[src/rtl/pp_loop_status_tracker.sv]
// rtl/pp_loop_status_tracker.sv - HLS kernel block/pipelined-loop status monitor with saturating counters
module pp_loop_status_tracker #(
    parameter int FSM_W = 3,
    parameter int CNT_W = 32
) (
    input  logic             clock,
    input  logic             reset,
    input  logic             finish,
    input  logic             ap_start,
    input  logic             ap_ready,
    input  logic             ap_done,
    input  logic             ap_continue,
    input  logic [FSM_W-1:0] cur_state,
    input  logic [FSM_W-1:0] pre_loop_state0,
    input  logic [FSM_W-1:0] post_loop_state0,
    input  logic [FSM_W-1:0] iter_start_state,
    input  logic [FSM_W-1:0] iter_end_state,
    input  logic [FSM_W-1:0] loop_quit_state,
    input  logic             pre_states_valid,
    input  logic             post_states_valid,
    input  logic             quit_at_end,
    input  logic             iter_start_enable,
    input  logic             iter_start_block,
    input  logic             iter_end_enable,
    input  logic             iter_end_block,
    output logic             mod_busy,
    output logic [CNT_W-1:0] mod_txn_cnt,
    output logic [CNT_W-1:0] mod_last_lat,
    output logic             loop_active,
    output logic [CNT_W-1:0] loop_entry_cnt,
    output logic [CNT_W-1:0] iter_start_cnt,
    output logic [CNT_W-1:0] iter_end_cnt,
    output logic [CNT_W-1:0] stall_cnt,
    output logic [CNT_W-1:0] loop_last_lat,
    output logic [CNT_W-1:0] iter_inflight,
    output logic             err_flag,
    output logic             dump_valid
);

    typedef enum logic [1:0] {M_IDLE, M_BUSY, M_WAIT} m_state_t;
    typedef enum logic {L_OUT, L_IN} l_state_t;

    localparam logic [CNT_W-1:0] ONE = {{(CNT_W-1){1'b0}}, 1'b1};

    function automatic logic [CNT_W-1:0] sat_inc(input logic [CNT_W-1:0] v);
        return (&v) ? v : v + ONE;
    endfunction

    // ap_ready carries no information the monitor needs beyond ap_done
    logic unused_ap_ready;
    assign unused_ap_ready = ap_ready;

    m_state_t         m_state, m_state_n;
    l_state_t         l_state, l_state_n;
    logic [CNT_W-1:0] m_lat, m_lat_n, l_lat, l_lat_n;
    logic [CNT_W-1:0] txn_n, mlast_n, entry_n, start_n, end_n, stall_n, llast_n, infl_n;
    logic [FSM_W-1:0] prev_state, prev_n;
    logic             err_n, frozen, frozen_n, dump_n;

    logic in_start, in_end, in_post, in_quit, prev_in_pre;
    logic run, start_ev, end_ev, stall_ev, exit_ev;

    assign in_start    = |(cur_state & iter_start_state);
    assign in_end      = |(cur_state & iter_end_state);
    assign in_post     = |(cur_state & post_loop_state0);
    assign in_quit     = |(cur_state & loop_quit_state);
    assign prev_in_pre = |(prev_state & pre_loop_state0);

    assign run      = !finish && !frozen;
    assign start_ev = in_start && iter_start_enable && !iter_start_block;
    assign end_ev   = in_end && iter_end_enable && !iter_end_block;
    assign stall_ev = in_start && iter_start_enable && iter_start_block;
    assign exit_ev  = post_states_valid ? in_post : !in_quit;

    always_comb begin
        m_state_n = m_state;
        l_state_n = l_state;
        m_lat_n   = m_lat;
        l_lat_n   = l_lat;
        txn_n     = mod_txn_cnt;
        mlast_n   = mod_last_lat;
        entry_n   = loop_entry_cnt;
        start_n   = iter_start_cnt;
        end_n     = iter_end_cnt;
        stall_n   = stall_cnt;
        llast_n   = loop_last_lat;
        infl_n    = iter_inflight;
        err_n     = err_flag;
        prev_n    = prev_state;
        dump_n    = finish && !frozen;
        frozen_n  = frozen || finish;

        if (run) begin
            prev_n = cur_state;

            case (m_state)
                M_IDLE: begin
                    if (ap_start) begin
                        m_state_n = M_BUSY;
                        m_lat_n   = ONE;
                    end
                end
                M_BUSY: begin
                    if (ap_done) begin
                        // latency is inclusive of the done cycle itself
                        txn_n   = sat_inc(mod_txn_cnt);
                        mlast_n = sat_inc(m_lat);
                        if (ap_continue && ap_start) begin
                            m_lat_n = ONE;
                        end else if (ap_continue) begin
                            m_state_n = M_IDLE;
                        end else begin
                            m_state_n = M_WAIT;
                        end
                    end else begin
                        m_lat_n = sat_inc(m_lat);
                    end
                end
                M_WAIT: begin
                    if (ap_continue) begin
                        m_state_n = M_IDLE;
                    end
                end
                default: m_state_n = M_IDLE;
            endcase

            case (l_state)
                L_OUT: begin
                    if (in_start && (!pre_states_valid || prev_in_pre)) begin
                        l_state_n = L_IN;
                        entry_n   = sat_inc(loop_entry_cnt);
                        infl_n    = '0;
                        l_lat_n   = ONE;
                    end
                end
                L_IN: begin
                    if (start_ev) start_n = sat_inc(iter_start_cnt);
                    if (end_ev)   end_n   = sat_inc(iter_end_cnt);
                    if (stall_ev) stall_n = sat_inc(stall_cnt);
                    if (start_ev && !end_ev) begin
                        infl_n = sat_inc(iter_inflight);
                    end else if (end_ev && !start_ev && iter_inflight != '0) begin
                        infl_n = iter_inflight - ONE;
                    end
                    if (exit_ev) begin
                        l_state_n = L_OUT;
                        llast_n   = sat_inc(l_lat);
                        if (quit_at_end && iter_inflight != '0) err_n = 1'b1;
                    end else begin
                        l_lat_n = sat_inc(l_lat);
                    end
                end
                default: l_state_n = L_OUT;
            endcase
        end
    end

    always_ff @(posedge clock or negedge reset) begin
        if (!reset) begin
            m_state        <= M_IDLE;
            l_state        <= L_OUT;
            m_lat          <= '0;
            l_lat          <= '0;
            mod_txn_cnt    <= '0;
            mod_last_lat   <= '0;
            loop_entry_cnt <= '0;
            iter_start_cnt <= '0;
            iter_end_cnt   <= '0;
            stall_cnt      <= '0;
            loop_last_lat  <= '0;
            iter_inflight  <= '0;
            err_flag       <= 1'b0;
            prev_state     <= '0;
            frozen         <= 1'b0;
            dump_valid     <= 1'b0;
        end else begin
            m_state        <= m_state_n;
            l_state        <= l_state_n;
            m_lat          <= m_lat_n;
            l_lat          <= l_lat_n;
            mod_txn_cnt    <= txn_n;
            mod_last_lat   <= mlast_n;
            loop_entry_cnt <= entry_n;
            iter_start_cnt <= start_n;
            iter_end_cnt   <= end_n;
            stall_cnt      <= stall_n;
            loop_last_lat  <= llast_n;
            iter_inflight  <= infl_n;
            err_flag       <= err_n;
            prev_state     <= prev_n;
            frozen         <= frozen_n;
            dump_valid     <= dump_n;
        end
    end

    assign mod_busy    = (m_state != M_IDLE);
    assign loop_active = (l_state == L_IN);

endmodule

[config.mk]
export PLATFORM = sky130hd
export DESIGN_NAME = pp_loop_status_tracker
export DESIGN_NICKNAME = d
export VERILOG_FILES = /design/src/rtl/pp_loop_status_tracker.sv
export SDC_FILE = /design/constraint.sdc
export NUM_CORES = 1
export LEC_CHECK = 0
export CAP_MARGIN = 20
export CORE_MARGIN = 2
export CORE_UTILIZATION = 25
export DETAILED_ROUTE_END_ITERATION = 10
export SKIP_CTS_REPAIR_TIMING = 1
export SYNTH_ARGS = -nofsm -noshare
export SYNTH_HDL_FRONTEND = slang
export SYNTH_SLANG_ARGS = --single-unit
[constraint.sdc]
create_clock -name clock -period 3.7 [get_ports clock]
set_input_delay 0.555 -clock clock [delete_from_list [all_inputs] [get_ports clock]]
set_output_delay 0.555 -clock clock [all_outputs]
set_load 0.01 [all_outputs]
==> flow_summary.yaml <==
routing:
  drtIter0Drc: 864
  avgRoutedWirePerCell_um: 17.1
  avgViaCountPerCell: 4.80
  firstDrtPassIters: 5
  drt_wl_total_mm: 52.8
  drc: 0
  routed-via-count: 14802
  antenna_left: 0
cells_and_area:
  nNetsFinal: 2252
  fill_cells: 6767
  antenna_cells: 0
  syn_to_final_growth_pct: 37.4
  final_layout_size_suffix_gt1_share_pct: 12.5
placed_design:
  place_worst_setup_slack_ns: -0.643
  hpwlAfterDp_mm: 38.4
  portBuffers: 290
  gp_congestion: 0.834
synth:
  synth.distinct_cells: 83
  synth.net_count: 1852
  ys_seq_area_share_pct: 47.9
  netlist_area_um2: 17200
  synth-edff-count: 0
  async_reset_ff_share_pct: 100
  ys_warn_count: 0
  synth_area_per_cell_um2: 9.68
  ys.flop_type: "dfrtp_1"
  syn_inst: 1775
  ys_ff_latch: 329
die:
  row_count: 96
  dieArea_um2: 70800
  coreArea_um2: 68300
  start_util_pct: 25.1
  die_h_um: 266
  io_pins: 292
  die_x_um: 266
clock_network:
  root_buffer: "clkbuf_16"
  htree_levels: 2
  clk_pin_slew_worst_paths_ns: 0.06
  clock_latency_ns: 0.57
  clock_sinks: 329
  clockBufferDepth: 3
  numCtsBuffers: 42
  cts_tree: "done"
timing:
  whs_ns: 0.0377
  finalWorstSetupSlack_ns: 0.115
  maxSlewHeadroom_pct: 41.7
  fmax_mhz: 279
  setup_violations: 0
  hold_viol: 0
  fin_crit_ns: 3.58
  worstMarginPinSlew_ns: 0.874
  fin_crit_sh_pct: 96.9
  rsz0062_at_grt: "false"
  drv_slew: 0
  clock_skew_ns: 0.0181
global_route:
  grt_pass1_wl_mm: 83.2
  grt_max_degree: 85
  grt_pass1_vias: 14950
  grt_usage_pct: 14.6
  globalRouteOverflowTotal: 0
  grt_antenna_before_repair: 2
worst_hold_path:
  worstHoldPathType: "in -> async"
job:
  max-cap-violations: 0
critical_path:
  cp_max_fo: 6
  cp-start-kind: "input pin"
  critPathKind: "in -> reg"
  worst_ep_arrival_time_ns: 4.09
  worstPathRequired_ns: 4.21
  worst_setup_path_end_kind: "register"
power:
  power.total_w: 0.00923
  vdd_drop_max_mv: 0.289
  total_leakage_power_nw: 10.2
  powerDensity_nw_per_um2: 391
run_status:
  status: "finished clean"
[cell usage after synthesis (all sizes together), types with 29 or more instances]
cell      n  area share (%)
dfrtp   329              48
nand2   259             5.7
o21ai   178             5.2
xnor2   154             7.8
nor2    113             2.6
nand3    89             2.6
xor2     83             4.2
nand4    64             2.5
a21oi    46             1.4
and3     44             1.6
ha       44             3.2
clkbuf   42            0.92
o31ai    40             1.7
and4     30             1.5
inv      29            0.63
[cells by family after synthesis]
kind of cell | after synthesis | share of synthesized area [%]
buffers and inverters | 91 | 2.24
and+or+nand+nor | 712 | 21.1
DFF | 329 | 47.9
xor gates and xnor gates | 237 | 12.1
adders and majority gates | 45 | 3.32
AOI/OAI and AO/OA | 348 | 12.6
muxes | 13 | 0.816
[placed cells by master (no fill, tap or decap), drive strengths merged, types with 21 or more instances in the layout]
cell type        n
dfrtp          329
clkdlybuf4s50  281
nand2          259
o21ai          178
xnor2          154
buf            125
nor2           113
nand3           89
xor2            83
nand4           64
clkbuf          60
a21oi           46
and3            44
ha              44
o31ai           40
and4            30
inv             30
nor4            22
nor3            22
and2            21
[final timing paths]
kind,startpoint,to,slack [ns],depth (start not counted)
worst max register to register,iter_inflight[17]$_DFFE_PN0P_,iter_inflight[16]$_DFFE_PN0P_,0.54,9
worst min-delay path,reset,m_lat[16]$_DFFE_PN0P_,0.04,1
worst max-delay path,iter_start_enable,iter_inflight[31]$_DFFE_PN0P_,0.12,14
max in group asynchronous,reset,loop_last_lat[18]$_DFFE_PN0P_,2.75,2
worst min register to register,frozen$_DFF_PN0_,dump_valid$_DFF_PN0_,0.47,1
min in group clock,cur_state[0],prev_state[0]$_DFFE_PN0P_,0.41,4
[routing by layer]
layer / global-route usage, % / vias to the layer above / share of wire (%)
met1: 18.9 / 7260 / 44
met5: 0 / - / 0.030
met4: 4.63 / 2 / 3.0
li1: - / 7096 / -
met2: 23.2 / 367 / 46
met3: 4.34 / 77 / 6.9
[critical path, stage by stage]
cell	delay [ns]
clkdlybuf4s50_1	0.50
or3b_4	0.40
or2_4	0.33
buf_12	0.18
ha_4	0.28
and3_4	0.19
a221oi_4	0.06
buf_6	0.13
o211a_4	0.24
o41ai_4	0.37
o21ai_2	0.14
mux2_4	0.32
or3_4	0.32
nand3_1	0.08
[where the power goes]
| part | internal, W | switching [W] |
|---|---|---|
| registers | 0.00367 | 0.000106 |
| logic | 0.000666 | 0.000689 |
| clock network | 0.00242 | 0.00168 |
[per-stage QoR]
step                TNS (ns)  utilization [%]  instance area [um2]  cells
global placement       -7.07             32.3                22100   3010
CTS                   -0.176             34.3                23400   3082
detailed placement     -9.24             32.3                22100   3010
global route               0             34.6                23600   3085
finish                     0             34.6                23600   3085
floorplan              -2.24                -                17300   1775
[cell type report]
type / instances / area, um2 / share of cell area, %
tap: 882 / 1100 / 4.67
inverter: 31 / 116 / 0.493
clock inverter: 14 / 180 / 0.763
clock buffer: 58 / 1170 / 4.96
timing repair buffer: 416 / 4000 / 16.9
sequential: 329 / 8230 / 34.9
multi-input combinational: 1355 / 8820 / 37.3
No activity file was read; power rests on OpenSTA's default activity.
